`config.mk`:
```
export PLATFORM = sky130hd
export DESIGN_NAME = cache_fill_fsm_flat
export DESIGN_NICKNAME = d
export VERILOG_FILES = /design/src/rtl/cache_fill_fsm_pkg.sv /design/src/rtl/cache_fill_fsm_if.sv /design/src/rtl/cache_fill_fsm_chunk_counter_3b.sv /design/src/rtl/cache_fill_fsm.sv /design/src/flat_wrapper.sv
export SDC_FILE = /design/constraint.sdc
export NUM_CORES = 1
export LEC_CHECK = 0
export CAP_MARGIN = 20
export CORE_MARGIN = 4
export CORE_UTILIZATION = 35
export CTS_BUF_LIST = sky130_fd_sc_hd__clkbuf_8 sky130_fd_sc_hd__clkbuf_16
export DETAILED_ROUTE_END_ITERATION = 12
export PLACE_DENSITY = 0.68
export SETUP_SLACK_MARGIN = 0.15
export SKIP_CTS_REPAIR_TIMING = 1
export SYNTH_ARGS = -nofsm -noshare
export SYNTH_HDL_FRONTEND = slang
export SYNTH_SLANG_ARGS = --single-unit
```
`constraint.sdc`:
```
create_clock -name clk -period 1.31 [get_ports clk]
set_input_delay 0.1965 -clock clk [delete_from_list [all_inputs] [get_ports clk]]
set_output_delay 0.1965 -clock clk [all_outputs]
set_load 0.005 [all_outputs]
```
`src/rtl/cache_fill_fsm_pkg.sv`:
```
// -----------------------------------------------------------------------------
// cache_fill_fsm_pkg
// Shared constants for the cache-miss fill controller:
//   - FSM state encoding (IDLE / FILL, one state flop)
//   - CHUNKS      : number of 2-byte reads per 16-byte block
//   - CHUNK_IDX_W : width of a word index inside the block
//   - OFFSET_W    : block-offset bits of a byte address
//   - BLOCK_MASK  : clears the block offset of a 16-bit byte address
// No ports (package).
// -----------------------------------------------------------------------------
package cache_fill_fsm_pkg;

    localparam logic [0:0] IDLE = 1'b0;
    localparam logic [0:0] FILL = 1'b1;

    localparam int CHUNKS      = 8;
    localparam int CHUNK_IDX_W = 3;
    localparam int OFFSET_W    = 4;

    localparam logic [15:0] BLOCK_MASK = 16'hFFF0;

endpackage

```
`src/rtl/cache_fill_fsm_if.sv`:
```
// -----------------------------------------------------------------------------
// cache_fill_fsm_if
// Bundles the cache-side and memory-side signals of the fill controller.
//   miss_detected     : cache lookup missed this cycle (level)
//   miss_address      : byte address of the missing access
//   memory_data_valid : one returned memory word present this cycle
//   fsm_busy          : fill in progress, pipeline stalls
//   memory_read       : read request to memory this cycle
//   memory_address    : byte address of the current read request
//   write_data_array  : write the returned word into the data array
//   data_array_word   : word index within the block for that write
//   write_tag_array   : write tag and set valid (last word)
// Modports:
//   master : the fill controller (drives requests and array strobes)
//   slave  : the surrounding cache / memory environment
// -----------------------------------------------------------------------------
interface cache_fill_fsm_if
    import cache_fill_fsm_pkg::*;
#(
    parameter int ADDR_W = 16
);

    logic                   miss_detected;
    logic [ADDR_W-1:0]      miss_address;
    logic                   memory_data_valid;
    logic                   fsm_busy;
    logic                   memory_read;
    logic [ADDR_W-1:0]      memory_address;
    logic                   write_data_array;
    logic [CHUNK_IDX_W-1:0] data_array_word;
    logic                   write_tag_array;

    modport master (
        input  miss_detected,
        input  miss_address,
        input  memory_data_valid,
        output fsm_busy,
        output memory_read,
        output memory_address,
        output write_data_array,
        output data_array_word,
        output write_tag_array
    );

    modport slave (
        output miss_detected,
        output miss_address,
        output memory_data_valid,
        input  fsm_busy,
        input  memory_read,
        input  memory_address,
        input  write_data_array,
        input  data_array_word,
        input  write_tag_array
    );

endinterface

```
`src/rtl/cache_fill_fsm_chunk_counter_3b.sv`:
```
// -----------------------------------------------------------------------------
// chunk_counter_3b
// 3-bit chunk index counter built on a 3-bit ripple adder (B = 3'b001).
//   clk    : system clock, rising edge
//   rst_n  : asynchronous active-low reset, count -> 0
//   clear  : synchronous clear, highest priority after reset
//   enable : advance count by one
//   count  : current index
//   wrap   : adder carry-out, high while count is 7 (next step wraps to 0)
// -----------------------------------------------------------------------------
module chunk_counter_3b (
    input  logic       clk,
    input  logic       rst_n,
    input  logic       clear,
    input  logic       enable,
    output logic [2:0] count,
    output logic       wrap
);

    localparam logic [2:0] INCREMENT = 3'b001;

    logic [2:0] sum;
    logic [3:0] carry;

    // Ripple adder: each stage is a full adder fed by the previous carry.
    // The final carry doubles as the wrap flag, so no separate compare is needed.
    assign carry[0] = 1'b0;

    for (genvar i = 0; i < 3; i++) begin : g_ripple
        assign sum[i]     = count[i] ^ INCREMENT[i] ^ carry[i];
        assign carry[i+1] = (count[i] & INCREMENT[i]) | (carry[i] & (count[i] ^ INCREMENT[i]));
    end

    assign wrap = carry[3];

    always_ff @(posedge clk or negedge rst_n) begin
        if (!rst_n) begin
            count <= 3'd0;
        end else if (clear) begin
            count <= 3'd0;
        end else if (enable) begin
            count <= sum;
        end
    end

endmodule

```
`src/rtl/cache_fill_fsm.sv`:
```
// -----------------------------------------------------------------------------
// cache_fill_fsm
// Cache-miss fill controller. On a miss it issues eight consecutive 2-byte
// reads covering the 16-byte block, strobes a data-array write for each
// returned word and a single tag-array write with the last word.
//   clk   : system clock, rising edge
//   rst_n : asynchronous active-low reset
//   bus   : cache_fill_fsm_if.master (miss input, memory handshake, array strobes)
// -----------------------------------------------------------------------------
module cache_fill_fsm
    import cache_fill_fsm_pkg::*;
#(
    parameter int ADDR_W = 16
) (
    input  logic              clk,
    input  logic              rst_n,
    cache_fill_fsm_if.master  bus
);

    // Ones above the block offset, zeros inside it.
    localparam logic [ADDR_W-1:0] BASE_MASK = ~ADDR_W'(~BLOCK_MASK);

    logic [0:0]        state;
    logic              issue_done;
    logic [ADDR_W-1:0] base;

    logic [2:0] issue_cnt;
    logic       issue_wrap;
    logic [2:0] recv_cnt;
    logic       recv_wrap;

    logic in_fill;
    logic issue_en;
    logic recv_en;
    logic fill_complete;

    assign in_fill       = (state == FILL);
    assign issue_en      = in_fill && !issue_done;
    assign recv_en       = in_fill && bus.memory_data_valid;
    assign fill_complete = recv_en && recv_wrap;

    // Both counters are held at zero in IDLE, so every fill starts at word 0.
    chunk_counter_3b u_issue_counter (
        .clk    (clk),
        .rst_n  (rst_n),
        .clear  (!in_fill),
        .enable (issue_en),
        .count  (issue_cnt),
        .wrap   (issue_wrap)
    );

    chunk_counter_3b u_recv_counter (
        .clk    (clk),
        .rst_n  (rst_n),
        .clear  (!in_fill),
        .enable (recv_en),
        .count  (recv_cnt),
        .wrap   (recv_wrap)
    );

    // State, block base and issue-done flag. A miss seen while filling is
    // deliberately ignored; the cache keeps the miss level asserted and it is
    // picked up again once the controller is back in IDLE.
    always_ff @(posedge clk or negedge rst_n) begin
        if (!rst_n) begin
            state      <= IDLE;
            issue_done <= 1'b0;
            base       <= '0;
        end else if (state == IDLE) begin
            if (bus.miss_detected) begin
                state      <= FILL;
                issue_done <= 1'b0;
                base       <= bus.miss_address & BASE_MASK;
            end
        end else begin
            if (fill_complete) begin
                state      <= IDLE;
                issue_done <= 1'b0;
            end else if (issue_en && issue_wrap) begin
                issue_done <= 1'b1;
            end
        end
    end

    // The base has a zero block offset, so OR-ing in the chunk byte offset
    // never carries into the tag/index bits.
    assign bus.fsm_busy         = in_fill;
    assign bus.memory_read      = issue_en;
    assign bus.memory_address   = issue_en
                                  ? (base | {{(ADDR_W-OFFSET_W){1'b0}}, issue_cnt, 1'b0})
                                  : '0;
    assign bus.write_data_array = recv_en;
    assign bus.data_array_word  = recv_en ? recv_cnt : 3'd0;
    assign bus.write_tag_array  = fill_complete;

endmodule
```
`src/flat_wrapper.sv`:
```
// flat-port wrapper written by rule: the top's interface ports become plain ports
module cache_fill_fsm_flat import cache_fill_fsm_pkg::*;
#(
    parameter int ADDR_W = 16
)
  (clk, rst_n, bus_miss_detected, bus_miss_address, bus_memory_data_valid, bus_fsm_busy, bus_memory_read, bus_memory_address, bus_write_data_array, bus_data_array_word, bus_write_tag_array);
  cache_fill_fsm_if #(.ADDR_W(ADDR_W)) bus_i ();
  input  logic clk;
  input  logic rst_n;
  input wire logic [$bits(bus_i.miss_detected)-1:0] bus_miss_detected;
  input wire logic [$bits(bus_i.miss_address)-1:0] bus_miss_address;
  input wire logic [$bits(bus_i.memory_data_valid)-1:0] bus_memory_data_valid;
  output wire logic [$bits(bus_i.fsm_busy)-1:0] bus_fsm_busy;
  output wire logic [$bits(bus_i.memory_read)-1:0] bus_memory_read;
  output wire logic [$bits(bus_i.memory_address)-1:0] bus_memory_address;
  output wire logic [$bits(bus_i.write_data_array)-1:0] bus_write_data_array;
  output wire logic [$bits(bus_i.data_array_word)-1:0] bus_data_array_word;
  output wire logic [$bits(bus_i.write_tag_array)-1:0] bus_write_tag_array;
  assign bus_i.miss_detected = bus_miss_detected;
  assign bus_i.miss_address = bus_miss_address;
  assign bus_i.memory_data_valid = bus_memory_data_valid;
  assign bus_fsm_busy = bus_i.fsm_busy;
  assign bus_memory_read = bus_i.memory_read;
  assign bus_memory_address = bus_i.memory_address;
  assign bus_write_data_array = bus_i.write_data_array;
  assign bus_data_array_word = bus_i.data_array_word;
  assign bus_write_tag_array = bus_i.write_tag_array;
  cache_fill_fsm #(.ADDR_W(ADDR_W)) u_core (.clk(clk), .rst_n(rst_n), .bus(bus_i));
endmodule
```
==> results of run 1 <==
## worst paths after layout
check                                              startpoint                                     endpoint  slack [ns]
worst max-delay path            u_core.bus.fsm_busy$_DFF_PN0_                        bus_memory_address[3]       -0.28
worst min-delay path                                    rst_n  u_core.u_issue_counter.count[2]$_DFFE_PN0P_        0.29
worst max register to register  u_core.bus.fsm_busy$_DFF_PN0_                  u_core.base[11]$_DFFE_PN0P_       -0.25
worst min register to register    u_core.base[14]$_DFFE_PN0P_                  u_core.base[14]$_DFFE_PN0P_        0.51
max in group asynchronous                               rst_n   u_core.u_recv_counter.count[0]$_DFFE_PN0P_        0.82
min in group clk                        bus_memory_data_valid                u_core.bus.fsm_busy$_DFF_PN0_        0.49
## where the power goes
part           internal (mW)  total (mW)  switching (mW)
Combinational           1.80        2.62           0.819
Clock                  0.267       0.457           0.190
Sequential             0.928        1.14           0.210
## registers in the layout, summed over array words and instances (netlist names)
signal / count
u_core.base: 12
u_core.bus.fsm_busy: 1
u_core.issue_done: 1
u_core.u_issue_counter.count: 3
u_core.u_recv_counter.count: 3
## cells by family after synthesis
family,after synthesis
AO/OA/AOI/OAI,2
XOR/XNOR,2
adder cells (fa/ha/maj),4
buffers and inverters,6
flip-flops,20
multiplexers,16
other,1
AND/OR/NAND/NOR,30
## placed cells by master, fill, tap and decap left out, types with 4 or more instances in the layout
cell type        count
mux2_4              11
nor2b_1              4
buf_4               10
and2_4              11
clkdlybuf4s50_1     14
clkbuf_8             4
and2_1               7
mux2i_1              4
dfrtp_1             20
buf_6               26
and3_4               4
buf_2                5
## layer usage
| metal | vias to the layer above | share of wire [%] | global-route usage (%) |
|---|---|---|---|
| met2 | 24 | 52 | 19.97 |
| met1 | 385 | 42 | 13.04 |
| met4 | 0 | 0 | 1.653 |
| met3 | 0 | 6.3 | 4.137 |
| li1 | 388 | - | - |
| met5 | - | 0 | 0 |
## stage by stage
| step | util, % | power (mW) | cell area [um2] | worst slack [ns] | hold slack, ns |
|---|---|---|---|---|---|
| after detailed placement | 53.26 | 3.008 | 1494 | -0.3544 | 0.4876 |
| after global placement | 53.26 | 2.955 | 1494 | -0.3298 | 0.4836 |
| after global routing | 64.67 | 4.564 | 1814 | -0.3155 | 0.3044 |
| after CTS | 55.22 | 3.478 | 1549 | -0.5831 | 0.2920 |
| final | 64.67 | 4.213 | 1814 | -0.2777 | 0.2890 |
| after floorplan | - | 2.083 | 1037 | 0.1042 | -0.09909 |
## Yosys cell counts
cell       number
buf_6           1
dfrtp_1        20
nor2b_1         4
and3_2          2
buf_4           2
buf_2           2
nor2b_2         1
ha_1            4
xnor2_1         1
nor2b_4         1
a22o_1          1
and3_1          2
mux2_2          2
nor2_1          2
conb_1          1
mux2_4         10
a2bb2oi_1       1
xor2_1          1
clkbuf_1        1
mux2i_1         4
and2_1         18
## final cells by class
type	count	area, um2	area share (%)
flip-flops and latches	20	500.5	27.59
multi-input cells	55	586.8	32.34
clock buffers	4	55.05	3.034
well taps	31	38.79	2.138
repair buffers	62	633.1	34.90
## critical path, delay by kind of cell, from the launching register on
kind | cells | cell delay (ns)
flip-flops | 1 | 0.41
AND/OR/NAND/NOR | 2 | 0.30
buffers and inverters | 4 | 0.43
==> results.md, run 1 <==
* Status: finished with violations
* Failing checks: setup timing
* Number of remaining DRC errors at 0
* Ys Warns at 0
* CTS root buffer: clkbuf_8
* Critical path's slowest cell: dfrtp_1
* # clock sinks at 20
* Synth area leaders: dfrtp_1 (48%), mux2_4 (14%), and2_1 (11%), ha_1 (4.8%), mux2i_1 (3.9%)
* Total grt overflow at 0
* Adder and majority cell fraction of the synthesized area at 4.825%
* Detailed Route WL at 2539 um
* Vias per cell at 4.634
* Worst path cell trace: nor2b_4, buf_6, buf_6, buf_6, and2_4, buf_6
* Pin count of the biggest net entering global routing at 21
* Synth cell types at 21
* CP max stage delay at 0.41 ns
* Yosys top cell area share at 48.25%
* Iteration-0 DRC Markers at 5
* Die Wd at 62.44 um
* VDD IR-drop max at 0.9668 mV
* Fillers at 232
* CP Class: flip-flop to primary output
* Crit path setup slack, layout at -0.2777 ns
* Mapped Cells at 81
* Final setup vio count at 31
* Area leader, netlist: dfrtp_1
* Worst Path Required at 1.11 ns
* Post-Synth Simple-Gate Area at 18.82%
* Avg Cell Area, Syn at 12.81 um2
* Clock-pin slew on the worst setup and hold paths at 0.07 ns
* Final period util at 121.2%
* Vias in the first global route at 798
* Arrival time of the worst setup path at 1.39 ns
* Post-route ant nets at 0
* Share of cells above drive strength 1 at 59.57%
* Die height at 62.44 um
* CP Max Fanout at 3
* Min Tclk post-route at 1.588 ns
* Hold Vio Cnt, Final at 0
* Ports at 43
* Final Skew at 0.0005930 ns
* Crit path capture type: primary output
* Most used cell, CP: buf_6
* Largest family of logic cells by synthesized area: multiplexers
* Cell row count at 19
* Routed len/inst at 14.76 um
* Clock Path Buffers at 2
* Hold Crit Class: primary input to async pin
* Die Area at 3899 um2
* Post-synthesis xor/xnor area fraction at 1.689%
* First-pass GRT wire length at 3574 um
* Total CTS buffers at 3
* Critical Path Start Type: flip-flop
* Routed via count at 797
* Seq/Total Area, Yosys at 48.25%
* RSZ-0062 raised after global routing: true
* Mux share of post-synthesis cell area at 20.51%
* Inst Count DP at 153
* Starting density of the core at 36.98%
* Fmax at 629.8 MHz
* Setup tns final at -4.856 ns
* Power Dens Cells at 2322 nW/um2
* GPL Wtd Cong at 0.7718
* Post-synthesis compound-gate area fraction at 1.689%
* Synthesized flop and latch total at 20
* Worst R2R Path Depth at 6
* Post-Layout Cell Count at 172
* Core area at 2805 um2
* Global Route Usage Sum at 11.20%
* Leakage power at 0.8789 nW
* Syn Nets at 105
* Clock latency on the worst-skew pair at 0.25 ns
* Detailed placement HPWL at 1602 um
* H-tree depth at 1
* TritonCTS clock tree: built
* Antenna diode count at 0
* Max Cap Viol at 0
* Buffers added on ports at 37
* Max Transition Viols Final at 0
* Nets at 166
* Layout area overhead at 74.91%
* Cell Area, Synth at 1037 um2
* First-pass DRT Iterations at 3
* Initial antenna violation count at 0
Power figures use the tool's default switching activity.
==> inputs of run 2 (changes only) <==
- CELL_PAD_IN_SITES_DETAIL_PLACEMENT: unset -> 1
- CELL_PAD_IN_SITES_GLOBAL_PLACEMENT: unset -> 1
- CORE_UTILIZATION: 35 -> 32
- PLACE_DENSITY: 0.68 -> unset
- PLACE_DENSITY_LB_ADDON: unset -> 0.1
==> results.md, run 2 (same netlist as run 1, synthesis figures left out) <==
* Largest regs: u_core.base (12), u_core.u_issue_counter.count (3), u_core.u_recv_counter.count (3)
* Commonest cells after routing, fill and taps aside: buf_6 (32), dfrtp_1 (20), buf_4 (15), and2_4 (14), clkdlybuf4s50_1 (14)
* Total grt overflow at 0
* Worst Path Required at 1.11 ns
* Clock Path Buffers at 2
* Ports at 43
* Global Route Usage Sum at 12.19%
* Critical Path Start Type: flip-flop
* Clock Power Share at 13.2%
* Share of cells above drive strength 1 at 63.27%
* Crit path capture type: primary output
* Pin count of the biggest net entering global routing at 21
* Failing checks: setup timing
* VDD IR-drop max at 0.9183 mV
* Logic pwr share at 62.4%
* CTS root buffer: clkbuf_8
* Die Wd at 64.94 um
* Post-route ant nets at 0
* Most common cell after layout, fill and taps aside: buf_6
* Clock-pin slew on the worst setup and hold paths at 0.08 ns
* Die Area at 4217 um2
* Power Dens Cells at 2445 nW/um2
* Iteration-0 DRC Markers at 8
* CP Class: flip-flop to primary output
* Layout area overhead at 85.16%
* Max Transition Viols Final at 0
* Vias in the first global route at 822
* Vias per cell at 4.408
* Layout Utilization at 62.40%
* Detailed placement HPWL at 1729 um
* Buffers added on ports at 37
* Total CTS buffers at 3
* Min Tclk post-route at 1.591 ns
* Routed via count at 842
* H-tree depth at 1
* Initial antenna violation count at 0
* Max Cap Viol at 0
* Final period util at 121.4%
* Sequential Power Share at 24.4%
* Fillers at 313
* Fmax at 628.7 MHz
* # clock sinks at 20
* Fin area at 1921 um2
* Crit path setup slack, layout at -0.2807 ns
* Routed len/inst at 15.79 um
* Hold Vio Cnt, Final at 0
* First-pass DRT Iterations at 4
* Post-DP Area at 1540 um2
* Cell row count at 20
* TritonCTS clock tree: built
* Arrival time of the worst setup path at 1.39 ns
* Nets at 172
* Detailed Route WL at 3016 um
* Status: finished with violations
* Psw at 1.350 mW
* Largest reg by FF count: u_core.base
* Reg2reg setup slack at -0.21 ns
* Overall power at 4.696 mW
* GPL Wtd Cong at 0.7050
* Final Skew at 0.0004116 ns
* Final setup vio count at 29
* Pint at 3.346 mW
* Antenna diode count at 0
* Sw Ratio at 28.74%
* Die height at 64.94 um
* Largest register FFs at 12
* CP Max Fanout at 3
* Core area at 3078 um2
* First-pass GRT wire length at 3960 um
* Leakage power at 0.9329 nW
* Number of remaining DRC errors at 0
* Starting density of the core at 33.70%
* Hold Crit Class: primary input to async pin
* RSZ-0062 raised after global routing: true
* Clock latency on the worst-skew pair at 0.26 ns
run 2: changes by cell type in the layout (fill, tap and decap cells not counted), sizes merged:
cell,previous run,this run
bufinv,0,1
buf,43,49
clkbuf,7,6
run 2: path summary, 6_finish.rpt:
kind,from,cells after the start,end
max in group asynchronous,rst_n,2,u_core.base[8]$_DFFE_PN0P_
hold reg to reg,u_core.base[12]$_DFFE_PN0P_,1,u_core.base[12]$_DFFE_PN0P_
min in group clk,bus_memory_data_valid,3,u_core.u_recv_counter.count[1]$_DFFE_PN0P_
setup / recovery,u_core.bus.fsm_busy$_DFF_PN0_,6,bus_memory_address[15]
setup reg to reg,u_core.bus.fsm_busy$_DFF_PN0_,6,u_core.base[6]$_DFFE_PN0P_
hold / removal,rst_n,2,u_core.u_issue_counter.count[1]$_DFFE_PN0P_
run 2: stage by stage:
stage / setup TNS, ns / setup slack [ns] / cells / hold WS (ns)
after floorplan: 0 / 0.1042 / 81 / -0.09909
after global placement: -6.535 / -0.4658 / 170 / 0.4843
after detailed placement: -6.835 / -0.5075 / 170 / 0.4877
after CTS: -9.978 / -0.6109 / 174 / 0.2870
after global routing: -7.000 / -0.3407 / 191 / 0.3011
final: -5.215 / -0.2807 / 191 / 0.2808
run 2: worst max-delay path, stage by stage, from the launching register on:
cell and delay, ns:
dfrtp_1 0.41, nor2b_4 0.15, buf_6 0.12, buf_6 0.11, buf_6 0.10, and2_4 0.14
buf_6 0.11
run 2: per-layer routing:
layer	track usage [%]	up-vias	wire, um
met2	19.67	19	1593
met3	3.466	2	138
met5	0	-	0
met1	15.00	422	1266
met4	5.541	0	18
li1	-	399	-
run 2: area by class of cell:
| type | count | area, um2 | share of cell area [%] |
|---|---|---|---|
| timing repair buffer | 68 | 698.2 | 36.35 |
| multi-input combinational | 55 | 595.6 | 31.01 |
| sequential | 20 | 500.5 | 26.06 |
| tap | 44 | 55.05 | 2.866 |
| clock buffer | 3 | 41.29 | 2.150 |
| clock inverter | 1 | 30.03 | 1.564 |
run 2: power groups by stage:
| stage | Clock [mW] | Sequential [mW] | Combinational (mW) |
|---|---|---|---|
| 4_1_cts | 0.637 | 1.11 | 2.00 |
| 2_1_floorplan | 0 | 1.06 | 1.02 |
| 6_report | 0.620 | 1.15 | 2.93 |
| 5_1_grt | 0.678 | 1.19 | 3.17 |
| 3_5_place_dp | 0 | 1.11 | 1.99 |
| 3_3_place_gp | 0 | 1.10 | 1.94 |
